**config.mk**
```make
export PLATFORM = sky130hd
export DESIGN_NAME = spi_master
export DESIGN_NICKNAME = d
export VERILOG_FILES = /design/src/rtl/spi_pkg.sv /design/src/rtl/spi_sck_gen.sv /design/src/rtl/spi_master.sv
export SDC_FILE = /design/constraint.sdc
export NUM_CORES = 1
export LEC_CHECK = 0
export CORE_UTILIZATION = 43
export DETAILED_ROUTE_END_ITERATION = 10
export SYNTH_ARGS = -nofsm -noshare
export SYNTH_HDL_FRONTEND = slang
export SYNTH_SLANG_ARGS = --single-unit
```
**constraint.sdc**
```tcl
create_clock -name i_clk -period 2.7 [get_ports i_clk]
set_input_delay 0.54 -clock i_clk [delete_from_list [all_inputs] [get_ports i_clk]]
set_output_delay 0.54 -clock i_clk [all_outputs]
set_load 0.01 [all_outputs]
```
**src/rtl/spi_pkg.sv**
```systemverilog
// Shared definitions for the SPI master: FSM state encoding, bus idle levels
// and the default frame width.
package spi_pkg;

    typedef enum logic [1:0] {
        ST_IDLE  = 2'd0,
        ST_LEAD  = 2'd1,
        ST_SHIFT = 2'd2,
        ST_TRAIL = 2'd3
    } spi_state_e;

    localparam logic SCK_IDLE       = 1'b0;
    localparam logic MOSI_IDLE      = 1'b1;
    localparam int   DEF_FRAME_BITS = 16;

endpackage

```
**src/rtl/spi_sck_gen.sv**
```systemverilog
// SPI clock generator: CLK_DIV i_clk cycles per half-period, SCK parked low
// while disabled, with single-cycle strobes marking each upcoming edge.
module spi_sck_gen
    import spi_pkg::*;
#(
    parameter int CLK_DIV = 4
) (
    input  logic i_clk,
    input  logic i_rst,
    input  logic i_en,
    output logic o_sck,
    output logic o_rise_stb,
    output logic o_fall_stb
);

    localparam int                 DIV_W  = $clog2(CLK_DIV + 1);
    localparam logic [DIV_W-1:0]   DIV_TC = DIV_W'(CLK_DIV - 1);

    logic [DIV_W-1:0] div_q, div_d;
    logic             sck_q, sck_d;
    logic             tc;

    // Strobes flag the cycle whose closing edge toggles SCK.
    assign tc         = i_en && (div_q == DIV_TC);
    assign o_rise_stb = tc && !sck_q;
    assign o_fall_stb = tc && sck_q;
    assign o_sck      = sck_q;

    always_comb begin
        div_d = div_q;
        sck_d = sck_q;
        if (!i_en) begin
            div_d = '0;
            sck_d = SCK_IDLE;
        end else if (tc) begin
            div_d = '0;
            sck_d = ~sck_q;
        end else begin
            div_d = div_q + DIV_W'(1);
        end
    end

    always_ff @(posedge i_clk or posedge i_rst) begin
        if (i_rst) begin
            div_q <= '0;
            sck_q <= SCK_IDLE;
        end else begin
            div_q <= div_d;
            sck_q <= sck_d;
        end
    end

endmodule

```
**src/rtl/spi_master.sv**
```systemverilog
// SPI mode-0 master, MSB first: frames one FRAME_BITS transfer per accepted
// request and returns the received word with a one-cycle done pulse.
module spi_master
    import spi_pkg::*;
#(
    parameter int FRAME_BITS = DEF_FRAME_BITS,
    parameter int CLK_DIV    = 4,
    parameter int CS_LEAD    = 4,
    parameter int CS_TRAIL   = 2
) (
    input  logic                  i_clk,
    input  logic                  i_rst,
    input  logic                  i_start,
    input  logic [FRAME_BITS-1:0] i_tx_data,
    output logic                  o_busy,
    output logic                  o_done,
    output logic [FRAME_BITS-1:0] o_rx_data,
    output logic                  o_sck,
    output logic                  o_ssel_n,
    output logic                  o_mosi,
    input  logic                  i_miso
);

    localparam int               BIT_W  = $clog2(FRAME_BITS + 1);
    localparam int               CS_MAX = (CS_LEAD > CS_TRAIL) ? CS_LEAD : CS_TRAIL;
    localparam int               CS_W   = $clog2(CS_MAX + 1);
    localparam logic [BIT_W-1:0] BIT_TC = BIT_W'(FRAME_BITS);

    spi_state_e            state_q, state_d;
    logic [FRAME_BITS-1:0] tx_sr_q, tx_sr_d;
    logic [FRAME_BITS-1:0] rx_sr_q, rx_sr_d;
    logic [FRAME_BITS-1:0] rx_data_q, rx_data_d;
    logic [BIT_W-1:0]      bit_cnt_q, bit_cnt_d;
    logic [CS_W-1:0]       cs_cnt_q, cs_cnt_d;
    logic                  busy_q, busy_d;
    logic                  done_q, done_d;
    logic                  ssel_n_q, ssel_n_d;
    logic                  mosi_q, mosi_d;
    logic                  rise_stb, fall_stb;

    spi_sck_gen #(
        .CLK_DIV (CLK_DIV)
    ) u_sck_gen (
        .i_clk      (i_clk),
        .i_rst      (i_rst),
        .i_en       (state_q == ST_SHIFT),
        .o_sck      (o_sck),
        .o_rise_stb (rise_stb),
        .o_fall_stb (fall_stb)
    );

    always_comb begin
        state_d   = state_q;
        tx_sr_d   = tx_sr_q;
        rx_sr_d   = rx_sr_q;
        rx_data_d = rx_data_q;
        bit_cnt_d = bit_cnt_q;
        cs_cnt_d  = cs_cnt_q;
        ssel_n_d  = ssel_n_q;
        mosi_d    = mosi_q;
        done_d    = 1'b0;
        case (state_q)
            ST_IDLE: begin
                // The done cycle still counts as the tail of the previous frame.
                if (i_start && !done_q) begin
                    state_d   = ST_LEAD;
                    tx_sr_d   = i_tx_data;
                    rx_sr_d   = '0;
                    bit_cnt_d = '0;
                    cs_cnt_d  = CS_W'(CS_LEAD - 1);
                    ssel_n_d  = 1'b0;
                    mosi_d    = i_tx_data[FRAME_BITS-1];
                end
            end
            ST_LEAD: begin
                mosi_d = tx_sr_q[FRAME_BITS-1];
                if (cs_cnt_q == '0) state_d = ST_SHIFT;
                else                cs_cnt_d = cs_cnt_q - CS_W'(1);
            end
            ST_SHIFT: begin
                // Rises are counted so the final fall is recognised at BIT_TC.
                if (rise_stb) bit_cnt_d = bit_cnt_q + BIT_W'(1);
                if (fall_stb) begin
                    rx_sr_d = {rx_sr_q[FRAME_BITS-2:0], i_miso};
                    tx_sr_d = {tx_sr_q[FRAME_BITS-2:0], 1'b1};
                    mosi_d  = tx_sr_q[FRAME_BITS-2];
                    if (bit_cnt_q == BIT_TC) begin
                        bit_cnt_d = '0;
                        state_d   = ST_TRAIL;
                        cs_cnt_d  = CS_W'(CS_TRAIL - 1);
                        mosi_d    = MOSI_IDLE;
                    end
                end
            end
            ST_TRAIL: begin
                if (cs_cnt_q == '0) begin
                    state_d   = ST_IDLE;
                    ssel_n_d  = 1'b1;
                    rx_data_d = rx_sr_q;
                    done_d    = 1'b1;
                end else begin
                    cs_cnt_d = cs_cnt_q - CS_W'(1);
                end
            end
            default: state_d = ST_IDLE;
        endcase
        busy_d = (state_d != ST_IDLE);
    end

    always_ff @(posedge i_clk or posedge i_rst) begin
        if (i_rst) begin
            state_q   <= ST_IDLE;
            tx_sr_q   <= '0;
            rx_sr_q   <= '0;
            rx_data_q <= '0;
            bit_cnt_q <= '0;
            cs_cnt_q  <= '0;
            busy_q    <= 1'b0;
            done_q    <= 1'b0;
            ssel_n_q  <= 1'b1;
            mosi_q    <= MOSI_IDLE;
        end else begin
            state_q   <= state_d;
            tx_sr_q   <= tx_sr_d;
            rx_sr_q   <= rx_sr_d;
            rx_data_q <= rx_data_d;
            bit_cnt_q <= bit_cnt_d;
            cs_cnt_q  <= cs_cnt_d;
            busy_q    <= busy_d;
            done_q    <= done_d;
            ssel_n_q  <= ssel_n_d;
            mosi_q    <= mosi_d;
        end
    end

    assign o_busy    = busy_q;
    assign o_done    = done_q;
    assign o_rx_data = rx_data_q;
    assign o_ssel_n  = ssel_n_q;
    assign o_mosi    = mosi_q;

endmodule

```
==> results of run 1 <==
## cell type report
type                    count  area share [%]
clock inverters             4            1.37
inverters                  10            1.00
repair buffers             46            12.2
multi-input cells         197            34.1
clock buffers              12            3.88
well taps                  96            3.21
flip-flops and latches     66            44.2
## critical path: stages (launching register included)
cell and delay [ps]:
dfrtp_1 470, inv_1 150, ha_1 300, nand2b_1 190, a22o_2 850, o21ai_0 240
## placed cells by master, fill, tap and decap left out, types with 3 or more instances in the layout
master / n
clkbuf_8: 10
clkdlybuf4s50_1: 40
nand3_1: 5
nor2_1: 9
o21ai_1: 29
buf_4: 5
mux2_2: 17
dfrtp_1: 64
a31oi_1: 5
o21ai_0: 11
nand2b_1: 4
ha_1: 9
mux2i_1: 15
a21oi_1: 3
nand2_1: 57
inv_1: 9
## worst paths after layout
check	to	slack (ps)	depth (start not counted)	startpoint
setup reg to reg	tx_sr_q[5]	300	5	state_q[0]
min in group asynchronous	o_done	590	3	i_rst
hold / removal	u_sck_gen.div_q[0]	440	1	u_sck_gen.div_q[0]
max in group asynchronous	o_mosi	1800	3	i_rst
setup / recovery	tx_sr_q[5]	300	5	state_q[0]
hold reg to reg	u_sck_gen.div_q[0]	440	1	u_sck_gen.div_q[0]
## layer usage
layer  vias to the layer above  global-route usage (%)
li1                       1075                       -
met2                        32                    27.1
met5                         -                       0
met4                         0                    5.45
met3                         5                    5.10
met1                      1015                    23.4
## cells by family after synthesis
logic type	share of synthesized area (%)
simple gates	14.0
flops	54.6
compound gates	12.0
mux	11.6
buf+inv	3.30
fa+ha+maj	4.13
xor+xnor	0.289
## per-stage QoR
stage	utilization, %	hold slack [ps]	instance area (µm²)
after global routing	55.1	458	3740
final	55.1	438	3740
after detailed placement	52.2	433	3550
after global placement	52.2	420	3550
after CTS	55.1	442	3740
after floorplan	-	407	3030
## flip-flops by register name, summed over array words and instances, names as in the netlist
name / cells
u_sck_gen.div_q: 3
o_rx_data: 16
o_ssel_n: 1
o_done: 1
bit_cnt_q: 5
o_mosi: 1
tx_sr_q: 16
cs_cnt_q: 3
rx_sr_q: 16
o_busy: 1
state_q: 2
u_sck_gen.o_sck: 1
## power by group through the flow
stage / registers, mW / logic, mW / clock network [mW]
after floorplan: 1.03 / 0.0313 / 0
after global placement: 1.03 / 0.0727 / 0
after detailed placement: 1.03 / 0.0731 / 0
after CTS: 1.01 / 0.0732 / 0.846
after global routing: 1.01 / 0.0821 / 0.893
final: 1.01 / 0.0705 / 0.821
==> flow_metrics.env, run 1 <==
export IMPL_status="completed"
export IMPL_multi_input_area_um2=1280
export IMPL_drc=0
export IMPL_cp_max_fo=64
export IMPL_grt_usage_pct=17.4
export IMPL_synth_ff_type="dfrtp_1"
export IMPL_worst_setup_path_end_kind="register"
export IMPL_met3_wirelength_um=192
export IMPL_place_ws_ps=293
export IMPL_synth_seq_cells=66
export IMPL_layout_drive_gt1_share_pct=13.4
export IMPL_synth_top_area_cell="dfrtp_1"
export IMPL_via_count=2127
export IMPL_drt_met1_wl_um=2810
export IMPL_cts_sinks=66
export IMPL_post_cts_setup_buffers=0
export IMPL_finalHoldViolCount=0
export IMPL_port_buffers=40
export IMPL_crit_type="reg2reg"
export IMPL_cp_data_required_time_ps=2870
export IMPL_drtAntennaViolNets=0
export IMPL_drv_slew=0
export IMPL_synth_top_area_share_pct=52.9
export IMPL_seq_area_um2=1650
export IMPL_nets=360
export IMPL_synthArstFlopShare_pct=100
export IMPL_cts_resized=0
export IMPL_rsz0062_at_grt="no"
export IMPL_routed_wl_um=5620
export IMPL_fin_total_pwr_mw=1.90
export IMPL_p_comb_share_pct=3.7
export IMPL_skew_ps=10.7
export IMPL_grt_max_degree=67
export IMPL_synth_edf_count=0
export IMPL_cts_reportedPaths_clkPinSlew_ps=80
export IMPL_final_cells=431
export IMPL_dp_hpwl_um=3680
export IMPL_synth_distinct_cells=43
export IMPL_routed_via_density=4.94
export IMPL_routedWlPerCell_um=13.0
export IMPL_slew_headroom_pct=30.2
export IMPL_synth_top_cells_by_count="dfrtp_1, nand2_1, o21ai_1"
export IMPL_ios=41
export IMPL_clock_path_buffers=2
export IMPL_wl_met2_um=2570
export IMPL_fmax_mhz=417
export IMPL_tightestPinTransition_ps=1050
export IMPL_grt_ovfl_total=0
export IMPL_fin_crit_sh_pct=88.8
export IMPL_syn2layout_area_growth_pct=23.6
export IMPL_worstSkewPairLatency_ps=330
export IMPL_max_vdd_ir_drop_uv=347
export IMPL_cap_violations=0
export IMPL_arrival_ps=2560
export IMPL_tritoncts="built"
export IMPL_synth_warnings=0
export IMPL_syn_area_per_cell_um2=10.6
export IMPL_start_kind="register"
export IMPL_core_area_um2=6790
export IMPL_setup_violations=0
export IMPL_grt_pass1_wl_um=10000
export IMPL_n_fill_cell=634
export IMPL_cts_root_buf="clkbuf_8"
export IMPL_clockPowerShare_pct=43.2
export IMPL_p_int_mw=1.49
export IMPL_synth_area_um2=3030
export IMPL_htree_levels=3
export IMPL_top_layer="met4"
export IMPL_die_x_um=85.9
export IMPL_grt_pass1_vias=2100
export IMPL_antenna_found_initial=0
export IMPL_syn_nets=317
export IMPL_dr_pass1_iters=4
export IMPL_syn_inst=287
export IMPL_gp_congestion=0.800
export IMPL_cts_buffers=9
export IMPL_diodes=0
export IMPL_seq_power_share_pct=53.1
export IMPL_hold_buffers=0
export IMPL_yosysMostFrequentCell="dfrtp_1"
export IMPL_start_util_pct=44.6
export IMPL_leakagePower_nw=1.92
export IMPL_powerDensity_nw_per_um2=508
export IMPL_dieHeight_um=85.9
export IMPL_synth_top_cells_by_area="dfrtp_1, nand2_1, mux2_2"
export IMPL_fin_tns_setup_ps=0
export IMPL_hp_class="reg2reg"
export IMPL_switching_power_mw=0.409
export IMPL_switching_share_pct=21.5
export IMPL_rows=30
export IMPL_die_area_um2=7380
export IMPL_finalCriticalPeriod_ps=2400
export IMPL_drtIter0Drc=67
export IMPL_setup_slack_ps=303
export IMPL_dpl_cell_count=415
export IMPL_synth_seq_area_share_pct=54.6
Note: power is estimated with default switching activity, not from simulation.
==> run 2, diff against run 1 <==
--- a/config.mk
+++ b/config.mk
@@ -5,8 +5,11 @@
 export SDC_FILE = /design/constraint.sdc
 export NUM_CORES = 1
 export LEC_CHECK = 0
+export CORE_ASPECT_RATIO = 0.6
+export CORE_MARGIN = 1
 export CORE_UTILIZATION = 43
 export DETAILED_ROUTE_END_ITERATION = 10
+export SLEW_MARGIN = 20
 export SYNTH_ARGS = -nofsm -noshare
 export SYNTH_HDL_FRONTEND = slang
 export SYNTH_SLANG_ARGS = --single-unit
==> run 2 against run 1 <==
Effect of this change:
- register-to-register slack improved by 70 ps
- non-clock buffer count shrank 1
- cell count shrank 2.3%
- worst setup slack better by 69 ps
- first-iteration DRC count increased by 54%
- global-route usage rose by 2.3 points
- combinational power is 3% higher
- largest power group is now clock
==> flow_metrics.env, run 2 (synthesis gave the netlist of run 1 again) <==
export IMPL_die_area_um2=7400
export IMPL_tritoncts="built"
export IMPL_nets=359
export IMPL_ios=41
export IMPL_via_count=2187
export IMPL_rows=23
export IMPL_fin_crit_sh_pct=86.2
export IMPL_grt_max_degree=44
export IMPL_antenna_found_initial=0
export IMPL_grt_ovfl_total=0
export IMPL_cts_sinks=66
export IMPL_cts_buffers=9
export IMPL_max_vdd_ir_drop_uv=388
export IMPL_dr_pass1_iters=4
export IMPL_hold_slack_ps=432
export IMPL_grt_use_met1_pct=30.2
export IMPL_cts_root_buf="clkbuf_16"
export IMPL_worstSkewPairLatency_ps=330
export IMPL_globalRouteMet3Util_pct=7.34
export IMPL_post_cts_setup_buffers=0
export IMPL_htree_levels=3
export IMPL_grt_most_used_layer="met1"
export IMPL_routed_via_density=5.19
export IMPL_arrival_ps=2540
export IMPL_syn2layout_area_growth_pct=25.9
export IMPL_cp_data_required_time_ps=2910
export IMPL_fin_tns_setup_ps=0
export IMPL_setup_violations=0
export IMPL_hp_class="reg2reg"
export IMPL_cp_max_fo=43
export IMPL_clock_path_buffers=2
export IMPL_drtAntennaViolNets=0
export IMPL_hold_buffers=0
export IMPL_rsz0062_at_grt="no"
export IMPL_cts_reportedPaths_clkPinSlew_ps=50
export IMPL_status="completed"
export IMPL_final_common_cell="dfrtp_1"
export IMPL_cap_violations=0
export IMPL_place_ws_ps=416
export IMPL_dp_hpwl_um=4310
export IMPL_start_kind="register"
export IMPL_drc=0
export IMPL_drv_slew=0
export IMPL_setup_slack_ps=372
export IMPL_r2r_setup_slack_ps=370
export IMPL_finalHoldViolCount=0
export IMPL_fin_util_pct=56.6
export IMPL_port_buffers=40
export IMPL_crit_type="reg2reg"
export IMPL_cp_startpoint="state_q[0]"
export IMPL_postPlaceCellArea_um2=3540
export IMPL_r2r_cells=7
export IMPL_tightestPinTransition_ps=588
export IMPL_leakagePower_nw=1.97
export IMPL_start_util_pct=45.0
export IMPL_layout_drive_gt1_share_pct=13.8
export IMPL_grt_pass1_wl_um=10400
export IMPL_cts_resized=0
export IMPL_grt_pass1_vias=2020
export IMPL_met2_usage_pct=24.1
export IMPL_skew_ps=3.61
export IMPL_finalCriticalPeriod_ps=2330
export IMPL_crit_path_end="rx_sr_q[11]"
export IMPL_slew_headroom_pct=60.8
export IMPL_diodes=0
export IMPL_routedWlPerCell_um=14.7
export IMPL_routed_wl_um=6170
export IMPL_die_x_um=110
export IMPL_grt_usage_pct=19.7
export IMPL_gp_congestion=0.856
export IMPL_r2r_start="state_q[0]"
export IMPL_r2r_end="rx_sr_q[11]"
export IMPL_worst_setup_path_end_kind="register"
export IMPL_dieHeight_um=67.0
export IMPL_fmax_mhz=429
export IMPL_most_common_layout_cells="dfrtp_1, nand2_1, clkdlybuf4s50_1"
export IMPL_drtIter0Drc=103
export IMPL_powerDensity_nw_per_um2=559
export IMPL_core_area_um2=6730
export IMPL_final_cell_area_um2=3810
[run 2: cell count changes in the layout (fill, tap and decap cells not counted), sizes merged]
cell	previous run	this run
buf	6	5
bufinv	1	0
clkbuf	12	10
clkinv	2	5
[run 2: worst min path at each step]
| stage | depth (start not counted) | start | slack (ps) | endpoint |
|---|---|---|---|---|
| floorplan | 1 | u_sck_gen.div_q[0] | 410 | u_sck_gen.div_q[0] |
| global placement | 1 | u_sck_gen.div_q[0] | 420 | u_sck_gen.div_q[0] |
| detailed placement | 1 | u_sck_gen.div_q[0] | 430 | u_sck_gen.div_q[0] |
| CTS | 1 | u_sck_gen.div_q[0] | 440 | u_sck_gen.div_q[0] |
| global route | 1 | u_sck_gen.div_q[0] | 460 | u_sck_gen.div_q[0] |
| finish | 1 | u_sck_gen.div_q[0] | 430 | u_sck_gen.div_q[0] |
[run 2: stage by stage]
| stage | total power, mW | cells |
|---|---|---|
| global placement | 1.10 | 405 |
| CTS | 2.16 | 421 |
| global route | 2.22 | 421 |
| floorplan | 1.06 | 287 |
| finish | 2.13 | 421 |
| detailed placement | 1.10 | 405 |
[run 2: metal layers]
metal	vias to the layer above	routed length, µm
met5	-	0
met4	0	91
met3	9	372
met2	50	2330
met1	1046	3370
li1	1082	-
[run 2: final cells by class]
type / instances / area (µm²)
Timing Repair Buffer: 45 / 463
Tap cell: 87 / 109
Multi-Input combinational cell: 197 / 1280
Fill cell: 588 / 2920
Inverter: 10 / 37.5
Clock buffer: 10 / 239
Clock inverter: 6 / 32.5
Sequential cell: 66 / 1650
[run 2: power by group]
group	switching (mW)	internal, mW
Sequential	0.00869	1.00
Combinational	0.0344	0.0380
Clock	0.413	0.636
Total	0.456	1.68
[run 2: critical path: stages, from the launching register on]
cell and delay (ps):
dfrtp_1 450, inv_1 150, ha_1 440, nand3b_1 320, a22o_2 460, buf_12 230
nand2_1 70, o21ai_1 60
